<file path="src/rtl/tick_paced_writer.sv">
// Paced FIFO stimulus source: each rising edge of a divided clock level becomes
// one write strobe carrying a binary or Gray-coded count, with full-flag back-pressure.
module tick_paced_writer #(
  parameter int                 DATA_W    = 8,
  parameter int                 BURST_LEN = 16,
  parameter logic [DATA_W-1:0]  START_VAL = '0,
  parameter int                 DROP_W    = 16
) (
  input  logic              clk,
  input  logic              rst_n,
  input  logic              slow_clk_in,
  input  logic              start,
  input  logic              stop,
  input  logic              mode,
  input  logic              fifo_full,
  output logic              wr_en,
  output logic [DATA_W-1:0] wr_data,
  output logic              busy,
  output logic              done,
  output logic [DROP_W-1:0] drop_cnt
);

  localparam int SENT_W = $clog2(BURST_LEN + 1);
  localparam logic [SENT_W-1:0] LAST_SENT = SENT_W'(BURST_LEN - 1);

  typedef enum logic [1:0] {
    IDLE = 2'd0,
    RUN  = 2'd1,
    DONE = 2'd2
  } state_t;

  state_t              state;
  logic                slow_prev;
  logic                mode_q;
  logic [DATA_W-1:0]   counter;
  logic [SENT_W-1:0]   sent;
  logic                tick;

  function automatic logic [DATA_W-1:0] to_gray(input logic [DATA_W-1:0] v);
    return v ^ (v >> 1);
  endfunction

  function automatic logic [DROP_W-1:0] sat_inc(input logic [DROP_W-1:0] v);
    return (&v) ? v : v + 1'b1;
  endfunction

  assign tick = slow_clk_in & ~slow_prev;

  always_ff @(posedge clk) begin
    if (!rst_n) begin
      state     <= IDLE;
      slow_prev <= 1'b1;
      mode_q    <= 1'b0;
      counter   <= START_VAL;
      sent      <= '0;
      wr_en     <= 1'b0;
      wr_data   <= '0;
      busy      <= 1'b0;
      done      <= 1'b0;
      drop_cnt  <= '0;
    end else begin
      slow_prev <= slow_clk_in;
      wr_en     <= 1'b0;
      done      <= 1'b0;
      case (state)
        IDLE: begin
          // stop dominates a simultaneous start
          if (start && !stop) begin
            state    <= RUN;
            busy     <= 1'b1;
            counter  <= START_VAL;
            sent     <= '0;
            drop_cnt <= '0;
            mode_q   <= mode;
          end
        end
        RUN: begin
          if (stop) begin
            state <= IDLE;
            busy  <= 1'b0;
          end else if (tick) begin
            if (!fifo_full) begin
              wr_en   <= 1'b1;
              wr_data <= mode_q ? to_gray(counter) : counter;
              counter <= counter + 1'b1;
              sent    <= sent + 1'b1;
              if (sent == LAST_SENT) begin
                state <= DONE;
                busy  <= 1'b0;
              end
            end else begin
              // counter and sent hold so the same value is retried next tick
              drop_cnt <= sat_inc(drop_cnt);
            end
          end
        end
        DONE: begin
          state <= IDLE;
          done  <= 1'b1;
        end
        default: begin
          state <= IDLE;
          busy  <= 1'b0;
        end
      endcase
    end
  end

endmodule

</file>
<file path="config.mk">
export PLATFORM = sky130hd
export DESIGN_NAME = tick_paced_writer
export DESIGN_NICKNAME = d
export VERILOG_FILES = /design/src/rtl/tick_paced_writer.sv
export SDC_FILE = /design/constraint.sdc
export NUM_CORES = 1
export LEC_CHECK = 0
export ABC_AREA = 1
export CAP_MARGIN = 20
export CORE_MARGIN = 2
export CORE_UTILIZATION = 54
export CTS_BUF_LIST = sky130_fd_sc_hd__clkbuf_16
export CTS_CLUSTER_DIAMETER = 80
export DETAILED_ROUTE_END_ITERATION = 7
export GPL_TIMING_DRIVEN = 0
export PLACE_DENSITY = 0.79
export SLEW_MARGIN = 5
export SYNTH_ARGS = -nofsm -noshare
export SYNTH_HDL_FRONTEND = slang
export SYNTH_SLANG_ARGS = --single-unit
</file>
<file path="constraint.sdc">
create_clock -name clk -period 1.9 [get_ports clk]
set_input_delay 0.285 -clock clk [delete_from_list [all_inputs] [get_ports clk]]
set_output_delay 0.285 -clock clk [all_outputs]
set_load 0.02 [all_outputs]
</file>
[Word-level counts from Yosys, hierarchy flattened]
Cells that the tools add are included.
Cells by class
  eq/ne operators: 12
  reductions and logical operators: 12
  mux-type cells: 31
  bitwise logic cells: 9
  $add $sub $neg: 3
Operators by type and width (number)
  $mux 16: 5
  $mux 8: 5
  $pmux 16 s2: 1
  $mux 5: 4
  $add 16x1->16 const B: 1
  $pmux 8 s2: 1
  $reduce_and 16->1: 1
  $ne 2x2->1 const B: 6
  $mux 2: 5
  $pmux 5 s2: 1
  $reduce_and 5->1: 2
  $ne 3x3->1 const B: 3
  $add 8x1->8 const B: 1
  $reduce_and 4->1: 2
  $xor 8x7->8: 1
  $mux 1: 7
  $not 1->1: 7
  $reduce_and 6->1: 1
  $add 5x1->5 const B: 1
  $eq 5x4->1 const B: 1
  $pmux 2 s2: 1
  $reduce_or 4->1: 1
  $pmux 1 s3: 1
  $eq 2x1->1 const B: 1
  other kinds (7): 7
Storage, ports and cells
  flip-flop bits (word level): 44
  output and inout bits: 27
  logic and storage cells: 77

[Depth between registers and ports, before layout]
Gate-level depths: netlist of run 1.
  depth in word-level cells: 6
  depth in mapped cells: 11
  gate-level depth less buffers: 10

[Worst setup path before layout of run 1]
No wires, ideal clock.
  path kind: reg2reg
  from: register drop_cnt[1]
  to: register drop_cnt[15]
  cell stages (with the launch flop): 12
  path slack: 0.304 ns
  required time: 1.784 ns
  data arrival time: 1.480 ns
  path buffers: 1
  library setup time: 0.116 ns
  cell sequence: dfxtp_1 -> ha_1 -> nand2_2 -> nor2_2 -> nand2_2 -> nor2_2 -> nor2_2 -> buf_6 -> nand2_1 -> nand2_1 -> nand2_1 -> nor2_1
Between the ends
  cells in the longest elaborated chain, start to end: 6
RTL lines
  from (decl): line 20  | output logic [DROP_W-1:0] drop_cnt
  from (signal assigned): line 93  | drop_cnt <= sat_inc(drop_cnt);
  $add 16x1->16: line 44  | return (&v) ? v : v + 1'b1;
  $mux 16: line 44
  $mux 16: line 82  | if (!fifo_full) begin
  $mux 16: line 81  | end else if (tick) begin
  $mux 16: line 78  | if (stop) begin
  $pmux 16 s2: line 65  | case (state)
Parallel ways exist; a longest one is shown, timed or not. The select of a mux whose other input is x is not followed.
A chain may end at the register's enable or synchronous reset.

[Worst setup path after layout of run 1]
  from: input stop
  to: register drop_cnt[0]
Between the ends
  cells in the longest elaborated chain, start to end: 4
RTL lines
  from (decl): line 13  | input logic stop,
  $logic_not 1->1: line 68  | if (start && !stop) begin
  $logic_and 1x1->1: line 68
  $ne 2x2->1 (no line)
  $reduce_and 6->1 (no line) *
Every way passes the cells marked *; elsewhere a longest branch is shown, timed or not.

==> impl_summary.txt, run 1 <==
----------------------------------------------------
[STA]
  Final hold violation count ... 0
  Tcrit/Tclk final ... 0.910
  Final worst slack ... 0.170 ns
  Crit path time final ... 1.73 ns
  Post-route worst hold slack ... 0.483 ns
  Worst slew pin tran ... 0.548 ns
  Final-report setup violation count ... 0
  FMAX ... 578 MHz
  Relative slew margins ... 0.635
  Number of pins exceeding their max-slew limit in the final report ... 0
  Skew final ... 0.00614 ns
  Unrepaired setup endpoints after global routing ... no
  Final-layout setup total negative slack ... 0 ns

[Clock tree]
  Post-CTS Resized ... 0
  Clk pin slew, worst setup/hold paths ... 0.06 ns
  Hold buffer count at CTS ... 0
  Total number of H-tree levels ... 2
  Worst-skew pair later-pin latency ... 0.29 ns
  TritonCTS clock tree ... built
  Number of setup buffers added after CTS ... 0
  Total CTS buffers ... 5
  CTS Buffer Depth ... 2
  Clock sink total ... 44
  CTS root buffer ... sky130_fd_sc_hd__clkbuf_16

[Logic synthesis]
  Synth Register Bits ... 44
  Synth Net Count ... 349
  Top flip-flop cell by instance count after synthesis ... sky130_fd_sc_hd__dfxtp_1
  Post-synthesis instance area ... 2330 um2
  Cell count after synthesis ... 333
  Share of the synthesized area in the top cell type ... 0.378
  Register area share after synthesis ... 0.378
  Largest family of logic cells by synthesized area ... simple AND/OR/NAND/NOR gates
  Most frequent cells after synthesis ... sky130_fd_sc_hd__nand2_1, sky130_fd_sc_hd__nor2_1, sky130_fd_sc_hd__dfxtp_1
  Syn. warnings ... 0
  Share of cell area taken by muxes after synthesis ... 0.00860
  Largest cells by area after synthesis ... sky130_fd_sc_hd__dfxtp_1, sky130_fd_sc_hd__nand2_1, sky130_fd_sc_hd__nor2_1, sky130_fd_sc_hd__inv_1, sky130_fd_sc_hd__a21oi_1
  Number of enable-type register cells in the synthesized netlist ... 0
  Most common cell in the netlist ... sky130_fd_sc_hd__nand2_1
  Average cell area after synthesis ... 6.99 um2
  Simple-gate area share of the yosys netlist ... 0.331
  Library cell occupying the most area in the post-synthesis netlist ... sky130_fd_sc_hd__dfxtp_1
  Share of the synthesized area in compound gates (AO/OA/AOI/OAI) ... 0.116
  Synth Area in XOR/XNOR ... 0.0301
  Count of unique library cells instantiated by Yosys ... 31
  Share of synthesized cell area in full adder, half adder and majority cells ... 0.0484
  Share of flip-flops with an asynchronous set or reset after synthesis ... 0

[Route]
  Routed wirelength normalized by instance count ... 12.9 um
  DRT iter0 DRCs ... 151
  Via total after detailed routing ... 2267
  Drt first pass iters ... 4
  DR DRC count ... 0
  Overall routed net length ... 5470 um
  Post-detailed-route via-to-cell ratio ... 5.35
  Remaining antenna violation count after routing ... 0

[Worst setup path]
  Capturing element type of the critical path ... flop
  Largest fanout on the critical path ... 10
  CP Launch Type ... input port
  Category of the critical setup timing path ... in2reg
  Crit path required time ... 2.11 ns
  Data arrival time at the worst-slack endpoint ... 1.94 ns

[Power and ir drop]
  Largest vdd supply drop ... 524 uV
  Static power due to leakage ... 1.11 nW
  Pwr/cell area ... 737 nW/um2
  Post-route total power ... 2.13 mW

[Floorplan]
  Starting density of the core ... 0.570
  Vert. Die Dim ... 69.7 um
  Die area ... 4850 um2
  Horiz. Die Dim ... 69.7 um
  Standard cell core area ... 4090 um2
  Floorplan row count ... 23
  Num ports ... 34

[Final layout]
  Area overhead of the layout relative to synthesis ... 23.9%
  Share of layout cells above drive strength 1 ... 0.0856
  Post-route design area ... 2880 um2
  Layout Nets ... 389
  Final Instance Count excl. Fillers ... 424
  Core occupancy in the finished layout ... 0.706
  Diode insertion count for antenna repair ... 0

[Global routing]
  Pin count of the biggest net entering global routing ... 14
  Global-route wire length before repair ... 9400 um
  Overflow left after global routing ... 0
  Overall fraction of global-route tracks in use ... 0.240
  Antenna violations before repair ... 0
  Number of global-route vias before repair ... 2031

[Place]
  Count of buffers from port buffering ... 33
  Number of cells after detailed placement ... 416
  DP Wirelength ... 3910 um
  Pre-CTS setup slack ... -0.0927 ns
  Final weighted congestion of routability-driven global placement ... 0.913
  Placed inst area ... 2720 um2

[Flow run]
  Max capacitance violation total ... 0

[Status]
  Status ... finished clean

[Hold path]
  Class of the most critical hold timing path ... reg2reg

----------------------------------------------------
-- cells in the final DEF, fill, tap and decap left out, drive strengths merged, types with 2 or more instances in the layout --
cell / synthesis / routed
dfxtp: 44 / 44
clkdlybuf4s50: 0 / 33
nor2: 59 / 59
ha: 9 / 9
mux2i: 2 / 2
a21oi: 25 / 25
inv: 34 / 35
o21ai: 19 / 19
a211oi: 5 / 5
buf: 7 / 7
nand4: 4 / 4
nor3: 3 / 3
clkbuf: 4 / 9
nand2: 79 / 79
nand3: 25 / 25
xor2: 7 / 7
-- path summary, 6_finish.rpt --
check               from     endpoint  slack (ns)  cells past startpoint
max reg2reg  drop_cnt[0]  drop_cnt[5]        0.22                      8
max                 stop  drop_cnt[0]        0.17                      7
min reg2reg         busy         busy        0.48                      2
min                 busy         busy        0.48                      2
-- worst max-delay path, cell delays in order --
cell and delay (ns):
sky130_fd_sc_hd__clkdlybuf4s50_1 0.52, sky130_fd_sc_hd__inv_1 0.10, sky130_fd_sc_hd__nand2_1 0.08, sky130_fd_sc_hd__nor2_1 0.07
sky130_fd_sc_hd__nor2_2 0.43, sky130_fd_sc_hd__inv_1 0.25, sky130_fd_sc_hd__a21oi_1 0.19
-- power by group --
part | total (mW) | switching [mW] | internal, mW
Sequential | 0.950 | 0.0113 | 0.939
Clock | 0.964 | 0.351 | 0.613
Combinational | 0.211 | 0.136 | 0.0752
-- routing by layer --
layer	part of all wire	wire length, um	vias up	GRT usage
li1	-	-	1146	-
met4	0.013	69	0	0.0705
met3	0.066	359	5	0.0538
met5	0	0	-	0
met2	0.44	2400	75	0.387
met1	0.48	2640	1041	0.321
-- flip-flops by register name, summed over array words and instances, names as in the netlist --
signal / cells
done: 1
sent: 5
mode_q: 1
wr_en: 1
state: 2
busy: 1
drop_cnt: 16
slow_prev: 1
counter: 8
wr_data: 8
-- final cells by class --
type / instances / area, um2
Multi-Input combinational cell: 244 / 1240
Fill cell: 356 / 1200
Sequential cell: 44 / 881
Timing Repair Buffer: 33 / 330
Inverter: 34 / 130
Clock buffer: 5 / 125
Buffer: 11 / 73.8
Tap cell: 50 / 62.6
Clock inverter: 3 / 38.8
-- logic make-up after synthesis --
logic type,count (synthesis)
AND/OR/NAND/NOR,175
AO/OA/AOI/OAI,50
buffers and inverters,45
flip-flops,44
adder cells (fa/ha/maj),9
XOR/XNOR,8
multiplexers,2
(Power assumes the default switching activity.)
==> inputs of run 2 (changes only) <==
CORE_ASPECT_RATIO = 1.75   (was not set)
CORE_MARGIN = not set   (was 2)
==> impl_summary.txt, run 2 (synthesized netlist as in run 1, its figures left out) <==
----------------------------------------------------
[STA]
  Post-route worst hold slack ... 0.476 ns (-0.00642 ns)
  Tcrit/Tclk final ... 0.919 (+0.00807)
  Crit path time final ... 1.75 ns (+0.0153 ns)
  Final worst slack ... 0.155 ns (-0.0153 ns)
  Final-layout setup total negative slack ... 0 ns (unchanged)
  Number of pins exceeding their max-slew limit in the final report ... 0 (unchanged)
  FMAX ... 573 MHz (-0.88%)
  Worst slew pin tran ... 0.550 ns (+0.00241 ns)
  Unrepaired setup endpoints after global routing ... no
  Skew final ... 0.00717 ns (+0.00103 ns)
  Final-report setup violation count ... 0 (unchanged)
  Final hold violation count ... 0 (unchanged)
  Relative slew margins ... 0.633 (-0.00200)

[Hold path]
  Class of the most critical hold timing path ... reg2reg
  Startpoint of the lowest-slack hold path ... busy
  Cell count of the worst hold path ... 2 (unchanged)

[Worst setup path]
  CP peak stage delay ... 0.53 ns (about the same)
  Critical path buffers and inverters ... 3 (unchanged)
  Crit path required time ... 2.12 ns (about the same)
  FF-to-FF setup slack ... 0.19 ns (-0.03 ns)
  FF-to-FF Start ... drop_cnt[1]
  Depth of the most critical reg-to-reg path ... 8 (unchanged)
  Endpoint of the lowest-slack register-to-register path ... drop_cnt[1]
  Worst setup path endpoint ... drop_cnt[0]
  Capturing element type of the critical path ... flop
  Cells along the critical path ... clkdlybuf4s50_1 > inv_1 > nand2_1 > nor2_1 > nor2_2 > inv_1 > a21oi_1
  Top Family by Delay on Critical Path ... buffers and inverters
  Critical Path Slowest Stage Cell ... sky130_fd_sc_hd__clkdlybuf4s50_1
  Category of the critical setup timing path ... in2reg
  Largest fanout on the critical path ... 10 (unchanged)
  CP Depth ... 7 (unchanged)
  CP dominant cell by count ... sky130_fd_sc_hd__inv_1
  Data arrival time at the worst-slack endpoint ... 1.97 ns (+0.03 ns)
  CP Launch Type ... input port
  CP startpoint ... stop

[Power and ir drop]
  Sequential share of power ... 0.444 (-0.003)
  Switching power total ... 0.516 mW (+3.6%)
  Portion of total power attributed to combinational logic ... 0.099 (about the same)
  Pwr/cell area ... 744 nW/um2 (+0.91%)
  Sw Ratio ... 0.241 (+0.00633)
  Static power due to leakage ... 1.11 nW (unchanged)
  Largest vdd supply drop ... 613 uV (+17%)
  Portion of total power attributed to the clock network ... 0.457 (+0.003)
  Internal power component ... 1.63 mW (about the same)

[Final layout]
  Top register by number of flip-flops ... drop_cnt
  Diode insertion count for antenna repair ... 0 (unchanged)
  Number of flip-flops in the largest register ... 16 (unchanged)
  Area overhead of the layout relative to synthesis ... 23.9% (about the same)
  Most common cell after layout, fill and taps aside ... sky130_fd_sc_hd__nand2_1
  Share of layout cells above drive strength 1 ... 0.0856 (unchanged)
  Layout Nets ... 389 (unchanged)
  Final Instance Count excl. Fillers ... 423 (-0.24%)
  Post-route design area ... 2880 um2 (about the same)
  Total of fill cells in the finished design ... 355 (-0.28%)
  Largest registers in the final layout ... drop_cnt (16), counter (8), wr_data (8)
  Most frequent cells in the layout ... sky130_fd_sc_hd__nand2_1, sky130_fd_sc_hd__nor2_1, sky130_fd_sc_hd__dfxtp_1

[Clock tree]
  TritonCTS clock tree ... built
  Worst-skew pair later-pin latency ... 0.29 ns (about the same)
  Clock sink total ... 44 (unchanged)
  Hold buffer count at CTS ... 0 (unchanged)
  CTS Buffer Depth ... 2 (unchanged)
  Post-CTS Resized ... 0 (unchanged)
  Total CTS buffers ... 5 (unchanged)
  CTS root buffer ... sky130_fd_sc_hd__clkbuf_16
  Clk pin slew, worst setup/hold paths ... 0.06 ns (about the same)
  Total number of H-tree levels ... 2 (unchanged)
  Number of setup buffers added after CTS ... 0 (unchanged)

[Global routing]
  Pin count of the biggest net entering global routing ... 14 (unchanged)
  Global-route wire length before repair ... 9310 um (-0.95%)
  Antenna violations before repair ... 0 (unchanged)
  Overall fraction of global-route tracks in use ... 0.278 (+0.0388)
  Overflow left after global routing ... 0 (unchanged)
  Number of global-route vias before repair ... 2070 (+1.9%)

[Place]
  Final weighted congestion of routability-driven global placement ... 0.870 (-4.7%)
  Count of buffers from port buffering ... 33 (unchanged)
  DP Wirelength ... 4320 um (+10%)
  Pre-CTS setup slack ... -0.148 ns (-0.0551 ns)
  Placed inst area ... 2720 um2 (about the same)
  Number of cells after detailed placement ... 415 (-0.24%)

[Route]
  Drt first pass iters ... 4 (unchanged)
  Routed wirelength normalized by instance count ... 13.7 um (+6.6%)
  Post-detailed-route via-to-cell ratio ... 5.28 (-1.3%)
  DR DRC count ... 0 (unchanged)
  Overall routed net length ... 5810 um (+6.3%)
  Remaining antenna violation count after routing ... 0 (unchanged)
  DRT iter0 DRCs ... 47 (-69%)
  Via total after detailed routing ... 2232 (-1.5%)

[Floorplan]
  Starting density of the core ... 0.561 (-0.00876)
  Horiz. Die Dim ... 51.6 um (-26%)
  Floorplan row count ... 31 (+35%)
  Vert. Die Dim ... 88.8 um (+28%)
  Die area ... 4590 um2 (-5.5%)
  Standard cell core area ... 4150 um2 (+1.6%)
  Num ports ... 34 (unchanged)

[Flow run]
  Max capacitance violation total ... 0 (unchanged)

[Status]
  Status ... finished clean

----------------------------------------------------
run 2: how the worst min path moves through the flow:
stage	to	slack [ns]
2_1_floorplan	state[1]	0.36
3_3_place_gp	busy	0.47
3_5_place_dp	busy	0.47
4_1_cts	busy	0.48
5_1_grt	sent[2]	0.52
6_report	busy	0.48
run 2: area by class of cell:
class | instances | area, um2 | share of cell area
Sequential cell | 44 | 881 | 0.306
Buffer | 11 | 73.8 | 0.0256
Tap cell | 49 | 61.3 | 0.0213
Clock buffer | 5 | 125 | 0.0434
Multi-Input combinational cell | 244 | 1240 | 0.431
Clock inverter | 3 | 38.8 | 0.0135
Inverter | 34 | 130 | 0.0451
Timing Repair Buffer | 33 | 330 | 0.115
run 2: tightest hold or removal path, stage by stage, from the launching register on:
cell and delay [ns]:
sky130_fd_sc_hd__dfxtp_1 0.31, sky130_fd_sc_hd__o21ai_0 0.07, sky130_fd_sc_hd__a21oi_1 0.06
run 2: through the flow:
stage               power, mW   util
floorplan                1.11      -
detailed placement       1.18  0.655
global placement         1.18  0.655
CTS                      2.15  0.695
global route             2.22  0.695
finish                   2.14  0.695
run 2: per-layer routing:
metal	GRT usage	vias to the layer above	part of all wire
met5	0	-	0
met4	0.123	0	0.025
met3	0.0567	11	0.023
met2	0.542	48	0.57
met1	0.271	1026	0.38
li1	-	1147	-
run 2: power by group through the flow:
stage	logic (mW)	clock network, mW	registers, mW
floorplan	0.138	0	0.975
CTS	0.213	0.987	0.951
detailed placement	0.211	0	0.971
global placement	0.208	0	0.971
finish	0.213	0.979	0.952
global route	0.235	1.03	0.953
==> inputs of run 3 (changes only) <==
CTS_CLUSTER_SIZE = 25   (was not set)
==> results of run 3 <==
No change in the layout: final DEF, timing and power equal those of run 2.
